<file path="config.mk">
export PLATFORM = sky130hd
export DESIGN_NAME = alu_share_arbiter
export DESIGN_NICKNAME = d
export VERILOG_FILES = /design/src/rtl/alu_share_arbiter.sv
export SDC_FILE = /design/constraint.sdc
export NUM_CORES = 1
export LEC_CHECK = 0
export ABC_AREA = 1
export BUFFER_PORTS_ARGS = -buffer_cell sky130_fd_sc_hd__buf_2
export CAP_MARGIN = 20
export CORE_MARGIN = 1.5
export CORE_UTILIZATION = 46
export DETAILED_ROUTE_END_ITERATION = 10
export GPL_ROUTABILITY_DRIVEN = 0
export PLACE_DENSITY = 0.82
export SKIP_CTS_REPAIR_TIMING = 1
export SYNTH_ARGS = -nofsm -noshare
export SYNTH_HDL_FRONTEND = slang
export SYNTH_SLANG_ARGS = --single-unit
</file>
<file path="constraint.sdc">
create_clock -name clk -period 1.8 [get_ports clk]
set_clock_uncertainty 0.15 [all_clocks]
set_input_delay 0.18 -clock clk [delete_from_list [all_inputs] [get_ports clk]]
set_output_delay 0.18 -clock clk [all_outputs]
set_load 0.03 [all_outputs]
</file>
<file path="src/rtl/alu_share_arbiter.sv">
// alu_share_arbiter: round-robin sharing of one external combinational ALU between two requesters
module alu_share_arbiter #(
  parameter int DATA_W  = 32,
  parameter int CTRL_W  = 4,
  parameter int TAG_W   = 4,
  parameter bit RR_INIT = 1'b0
) (
  input  logic              clk,
  input  logic              rst_n,
  input  logic              req0_valid,
  output logic              req0_ready,
  input  logic [DATA_W-1:0] req0_a,
  input  logic [DATA_W-1:0] req0_b,
  input  logic [CTRL_W-1:0] req0_ctrl,
  input  logic [TAG_W-1:0]  req0_tag,
  input  logic              req1_valid,
  output logic              req1_ready,
  input  logic [DATA_W-1:0] req1_a,
  input  logic [DATA_W-1:0] req1_b,
  input  logic [CTRL_W-1:0] req1_ctrl,
  input  logic [TAG_W-1:0]  req1_tag,
  output logic [DATA_W-1:0] alu_a,
  output logic [DATA_W-1:0] alu_b,
  output logic [CTRL_W-1:0] alu_control,
  input  logic [DATA_W-1:0] alu_result,
  output logic              rsp_valid,
  input  logic              rsp_ready,
  output logic [DATA_W-1:0] rsp_data,
  output logic [TAG_W-1:0]  rsp_tag,
  output logic              rsp_src,
  output logic              busy
);
  typedef enum logic [1:0] {IDLE, EXEC, RESP} state_t;
  state_t              state_q, state_d;
  logic                rr_q, rr_d, src_q, src_d, rsp_src_q, rsp_src_d;
  logic                rsp_valid_q, rsp_valid_d, busy_q, busy_d;
  logic [DATA_W-1:0]   alu_a_q, alu_a_d, alu_b_q, alu_b_d, rsp_data_q, rsp_data_d;
  logic [CTRL_W-1:0]   alu_ctrl_q, alu_ctrl_d;
  logic [TAG_W-1:0]    tag_q, tag_d, rsp_tag_q, rsp_tag_d;
  logic                any_valid, grant;
  // grant the favoured requester if it is valid, otherwise the other one
  always_comb begin
    any_valid  = req0_valid | req1_valid;
    grant      = (rr_q ? req1_valid : req0_valid) ? rr_q : ~rr_q;
    req0_ready = (state_q == IDLE) && any_valid && !grant;
    req1_ready = (state_q == IDLE) && any_valid && grant;
  end
  // next state: capture the granted op, run the ALU for one cycle, then hold the result until taken
  always_comb begin
    state_d     = state_q;
    rr_d        = rr_q;
    src_d       = src_q;
    tag_d       = tag_q;
    alu_a_d     = alu_a_q;
    alu_b_d     = alu_b_q;
    alu_ctrl_d  = alu_ctrl_q;
    rsp_valid_d = rsp_valid_q;
    rsp_data_d  = rsp_data_q;
    rsp_tag_d   = rsp_tag_q;
    rsp_src_d   = rsp_src_q;
    if (state_q == IDLE && any_valid) begin
      alu_a_d    = grant ? req1_a : req0_a;
      alu_b_d    = grant ? req1_b : req0_b;
      alu_ctrl_d = grant ? req1_ctrl : req0_ctrl;
      tag_d      = grant ? req1_tag : req0_tag;
      src_d      = grant;
      rr_d       = ~grant;
      state_d    = EXEC;
    end else if (state_q == EXEC) begin
      rsp_data_d  = alu_result;
      rsp_tag_d   = tag_q;
      rsp_src_d   = src_q;
      rsp_valid_d = 1'b1;
      state_d     = RESP;
    end else if (state_q == RESP && rsp_ready) begin
      rsp_valid_d = 1'b0;
      state_d     = IDLE;
    end
    busy_d = state_d != IDLE;
  end
  // all state and registered outputs; reset discards any op in flight
  always_ff @(posedge clk or negedge rst_n) begin
    if (!rst_n) begin
      state_q     <= IDLE;
      rr_q        <= RR_INIT;
      src_q       <= 1'b0;
      tag_q       <= '0;
      alu_a_q     <= '0;
      alu_b_q     <= '0;
      alu_ctrl_q  <= '0;
      rsp_valid_q <= 1'b0;
      rsp_data_q  <= '0;
      rsp_tag_q   <= '0;
      rsp_src_q   <= 1'b0;
      busy_q      <= 1'b0;
    end else begin
      state_q     <= state_d;
      rr_q        <= rr_d;
      src_q       <= src_d;
      tag_q       <= tag_d;
      alu_a_q     <= alu_a_d;
      alu_b_q     <= alu_b_d;
      alu_ctrl_q  <= alu_ctrl_d;
      rsp_valid_q <= rsp_valid_d;
      rsp_data_q  <= rsp_data_d;
      rsp_tag_q   <= rsp_tag_d;
      rsp_src_q   <= rsp_src_d;
      busy_q      <= busy_d;
    end
  end
  assign alu_a       = alu_a_q;
  assign alu_b       = alu_b_q;
  assign alu_control = alu_ctrl_q;
  assign rsp_valid   = rsp_valid_q;
  assign rsp_data    = rsp_data_q;
  assign rsp_tag     = rsp_tag_q;
  assign rsp_src     = rsp_src_q;
  assign busy        = busy_q;
endmodule

</file>
==> results of run 1 <==
[how the worst min path moves through the flow]
stage,start,endpoint,slack [ns],depth (start not counted)
CTS,rst_n,alu_b[15],-0.36,2
floorplan,rst_n,alu_a[0],-0.27,0
detailed placement,rst_n,alu_b[15],0.06,2
finish,req0_a[2],alu_a[2],-0.05,5
global route,req1_a[26],alu_a[26],-0.004,5
global placement,rst_n,alu_b[15],0.06,2
[worst max-delay path, delay by kind of cell, from the launching register on]
family / cells / cell delay (ns)
flip-flops: 1 / 0.40
buffers and inverters: 3 / 0.30
AND/OR/NAND/NOR: 2 / 0.20
AO/OA/AOI/OAI: 1 / 0.14
[synth_stat cells]
cell type	number	area, sq um
a21oi_1	1	5.00
nand2_1	370	1390
nand3_1	180	901
dfrtp_1	115	2880
inv_1	10	37.5
o21ai_0	5	25.0
nor3_1	1	5.00
buf_2	41	205
a21oi_2	1	8.76
buf_4	6	45.0
clkbuf_1	7	26.3
inv_2	3	11.3
nand2_2	1	6.26
buf_1	2	7.51
[cell type report]
| class | count | area [sq um] |
|---|---|---|
| Antenna cell | 2 | 5.00 |
| Clock buffer | 20 | 447 |
| Clock inverter | 10 | 111 |
| Fill cell | 818 | 2800 |
| Inverter | 13 | 48.8 |
| Multi-Input combinational cell | 559 | 2360 |
| Sequential cell | 115 | 2880 |
| Tap cell | 143 | 179 |
| Timing Repair Buffer | 417 | 2780 |
[sequential cells by signal (all words and copies together) (netlist names)]
register / cells
alu_a: 32
rsp_tag: 4
rsp_valid: 1
alu_control: 4
tag_q: 4
rsp_data: 32
busy: 1
rr_q: 1
alu_b: 32
src_q: 1
state_q: 2
rsp_src: 1
[power groups by stage]
stage                     Clock, mW  Combinational (mW)  Sequential, mW
after floorplan                   0                3.22            6.78
after global placement            0                7.73            4.50
after detailed placement          0                7.92            4.49
after CTS                      3.21                7.92            4.51
after global routing           3.37                8.98            4.70
final                          3.19                8.30            4.57
[cell families (layout without fill, tap and decap cells)]
kind of cell / count (synthesis) / after routing / share of synthesized area [%]
AO/OA/AOI/OAI: 7 / 7 / 0.699
other: 0 / 2 / 0
AND/OR/NAND/NOR: 552 / 552 / 41.5
buffers and inverters: 69 / 460 / 6.00
flip-flops: 115 / 115 / 51.8
[layer usage]
| layer | wire length (um) | track usage, % | part of all wire (%) |
|---|---|---|---|
| met5 | 0 | 0 | 0 |
| met4 | 678 | 7.85 | 3.3 |
| met3 | 1760 | 6.32 | 8.7 |
| met2 | 10400 | 46.4 | 51 |
| met1 | 7500 | 32.2 | 37 |
[stage by stage]
stage	area, sq um	power (mW)	TNS [ns]
after floorplan	5550	10.0	0
after detailed placement	7120	12.4	0
after global routing	8810	17.0	-0.0348
after CTS	7670	15.6	-0.142
final	8810	16.1	0
after global placement	7120	12.2	0
==> results.cfg, run 1 <==
[detailed_routing]
drc = 0
drtIter0Drc = 849
antenna_left = 0
post_drt_via_cell_ratio = 5.34
wl_per_cell_um = 15.9
wirelength_mm = 20.4
dr_total_vias = 6833
dr.pass1.iters = 6

[worst_setup_path]
max_stage_delay_ns = 0.40
reg2reg_slack_ns = 0.14
crit_top_cell = nand2_1
rr_startpoint = state_q[1]
endpoint = req1_ready
path_cells = inv_2, nand2_1, a21oi_4, nand2_1, inv_1, buf_4
worst-path-max-fanout = 3
worstSetupEndpointType = output pin
critPathArrivalTime_ns = 1.44
crit_required_ns = 1.47
crit_slowest_cell = dfrtp_1
crit_path_start_kind = flop
reg2reg_depth = 7
critPathLaunch = state_q[1]
r2r-end = alu_a[15]
crit_type = reg -> out

[clocking]
root_buffer = clkbuf_16
h-tree-depth = 4
cts_made_buffers = 17
path_clk_slew_ns = 0.05
clock-sinks = 115
cts_tree = done
clockBufferDepth = 2
worstSkewPairLatency_ns = 0.40

[global_routing]
grt_util_all_layers_pct = 26.3
grt_pass1_vias = 5598
grt_overflow = 0
grt_pass1_wl_mm = 26.9
grt_max_degree = 73
antenna_found_initial = 2

[timing]
finalSetupViolations = 0
fin_ws_ns = 0.0342
relSlewSlack_pct = 73.4
fmax_mhz = 566
worst_pin_slew_ns = 0.399
hold_viol_final = 31
timing.final.crit_share_pct = 98.1
period_needed_ns = 1.77
whs_ns = -0.0547
slew_viol_final = 0

[floorplan]
die_x_um = 113
start_util_pct = 47.8
core-area_sq_um = 11600
rows = 39
die_h_um = 113
dieArea_sq_um = 12700
num_io_pins = 290

[power]
power_frac_seq_pct = 28.4
p_int_mw = 8.37
power_frac_clock_pct = 19.9
power.switching_mw = 7.69
swShare_pct = 47.9
p_leak_nw = 5.10
ir_drop_uv = 939
power_density_nw_per_um2 = 1820
p_comb_share_pct = 51.7

[min_path]
min_path_type = in -> reg

[yosys]
postSynthNetCount = 924
ys_ff_latch = 115
syn_area_sq_um = 5550
seq_area_frac_synth_pct = 51.8
synth_cells = 743
syn_area_per_cell_sq_um = 7.47
yosysUniqueCellTypes = 14
yosysWarnings = 0

[place]
numPlacedInstances = 1135
dp_hpwl_mm = 11.6
pre_cts_slack_ns = 0.218
io_buffers = 289

[layout]
fin_nets = 1304
finish.utilization_pct = 75.9
mostFrequentLayoutCells = nand2_1, buf_2, nand3_1
final_common_cell = nand2_1
fin_cells = 1279
synthToLayoutAreaGrowth_pct = 58.7
drive_above_1_share_pct = 30.3

[status]
status = finished, violations left
violations = hold timing

[run]
maxCapViolCount = 0
Note: power is estimated with default switching activity, not from simulation.
==> run 2, diff against run 1 <==
- GPL_TIMING_DRIVEN: unset -> 0
==> results.cfg, run 2 (synthesized netlist as in run 1, its figures left out) <==
[status]
status = finished, violations left
violations = hold timing

[layout]
synthToLayoutAreaGrowth_pct = 63.8
finish.utilization_pct = 78.3
n_antenna_cell = 0
fin_nets = 1370
final_common_cell = nand2_1
fin_cells = 1343
drive_above_1_share_pct = 32.8
mostFrequentLayoutCells = nand2_1, buf_2, nand3_1

[timing]
whs_ns = -0.0609
fmax_mhz = 556
period_needed_ns = 1.80
rsz0062_at_grt = true
relSlewSlack_pct = 64.8
fin_ws_ns = 0.00245
slew_viol_final = 0
fin_tns_setup_ns = 0
worst_pin_slew_ns = 0.528
hold_viol_final = 29
timing.final.crit_share_pct = 99.9
finalSetupViolations = 0

[place]
pre_cts_slack_ns = 0.0257
numPlacedInstances = 1176
io_buffers = 289
dp_hpwl_mm = 13.0

[detailed_routing]
drtIter0Drc = 643
wl_per_cell_um = 16.9
post_drt_via_cell_ratio = 5.32
drc = 0
dr_total_vias = 7140
antenna_left = 0
dr.pass1.iters = 6
wirelength_mm = 22.7

[clocking]
path_clk_slew_ns = 0.05
cts_made_buffers = 17
h-tree-depth = 4
cts_tree = done
worstSkewPairLatency_ns = 0.40
clockBufferDepth = 2
clock-sinks = 115
root_buffer = clkbuf_16

[power]
ir_drop_uv = 1020
power_density_nw_per_um2 = 1790
p_leak_nw = 5.27

[floorplan]
start_util_pct = 47.8
die_h_um = 113
num_io_pins = 290
die_x_um = 113
rows = 39
core-area_sq_um = 11600
dieArea_sq_um = 12700

[worst_setup_path]
worstSetupEndpointType = output pin
crit_type = reg -> out
crit_path_start_kind = flop
r2r-end = alu_a[26]
crit_required_ns = 1.47
worst-path-max-fanout = 7
reg2reg_slack_ns = 0.02
rr_startpoint = rr_q
reg2reg_depth = 7
critPathArrivalTime_ns = 1.47

[global_routing]
grt_max_degree = 74
antenna_found_initial = 0
grt_pass1_wl_mm = 28.1
grt_pass1_vias = 5773
grt_util_all_layers_pct = 28.2
grt_overflow = 0

[min_path]
hold_start = req1_a[3]
min_path_type = in -> reg
min_path_cells = 5
hold_path_end = alu_a[3]

[run]
maxCapViolCount = 0
[run 2: cell count changes in the layout (fill, tap and decap cells not counted), moves of 3 or more]
cell | before | now
buf_2 | 286 | 327
dlygate4sd3_1 | 110 | 121
buf_4 | 13 | 21
buf_12 | 7 | 0
clkbuf_1 | 2 | 9
buf_6 | 1 | 4
[run 2: final cells by class]
| cell class | count | area [sq um] |
|---|---|---|
| Inverter | 13 | 48.8 |
| Multi-Input combinational cell | 559 | 2370 |
| Buffer | 56 | 288 |
| Timing Repair Buffer | 427 | 2820 |
| Fill cell | 771 | 2520 |
| Sequential cell | 115 | 2880 |
| Clock buffer | 19 | 433 |
| Tap cell | 143 | 179 |
| Clock inverter | 11 | 67.6 |
[run 2: routing by layer]
layer / GRT usage [%] / routed length [um] / vias up
met3: 7.34 / 1850 / 111
met2: 49.0 / 11300 / 479
met4: 9.62 / 1070 / 0
li1: - / - / 3267
met1: 34.3 / 8480 / 3283
met5: 0 / 0 / -
[run 2: report_power, final]
part           internal [mW]  total [mW]  switching (mW)
Clock                   1.72        2.89            1.17
Combinational           2.70        8.80            6.10
Sequential              3.86        4.57           0.709
[run 2: stage by stage]
stage / power, mW / cell area [sq um]
3_3_place_gp: 12.4 / 7180
4_1_cts: 15.5 / 7710
3_5_place_dp: 12.6 / 7210
2_1_floorplan: 10.0 / 5550
5_1_grt: 17.2 / 9090
6_report: 16.3 / 9090
[run 2: worst max-delay path by stage]
stage / startpoint / to / slack (ns) / depth (start not counted)
floorplan: state_q[0] / req0_ready / 0.37 / 6
global placement: rst_n / alu_a[21] / -0.97 / 1
detailed placement: state_q[1] / req1_ready / 0.03 / 7
CTS: state_q[1] / req1_ready / -0.42 / 7
global route: state_q[1] / req0_ready / -0.06 / 7
finish: state_q[1] / req0_ready / 0.002 / 7
[run 2: worst max-delay path, stage by stage, from the launching register on]
cell,delay (ns)
dfrtp_1,0.39
inv_2,0.09
nand2_4,0.07
a21oi_4,0.13
buf_6,0.15
nand2_2,0.06
inv_2,0.05
buf_6,0.12
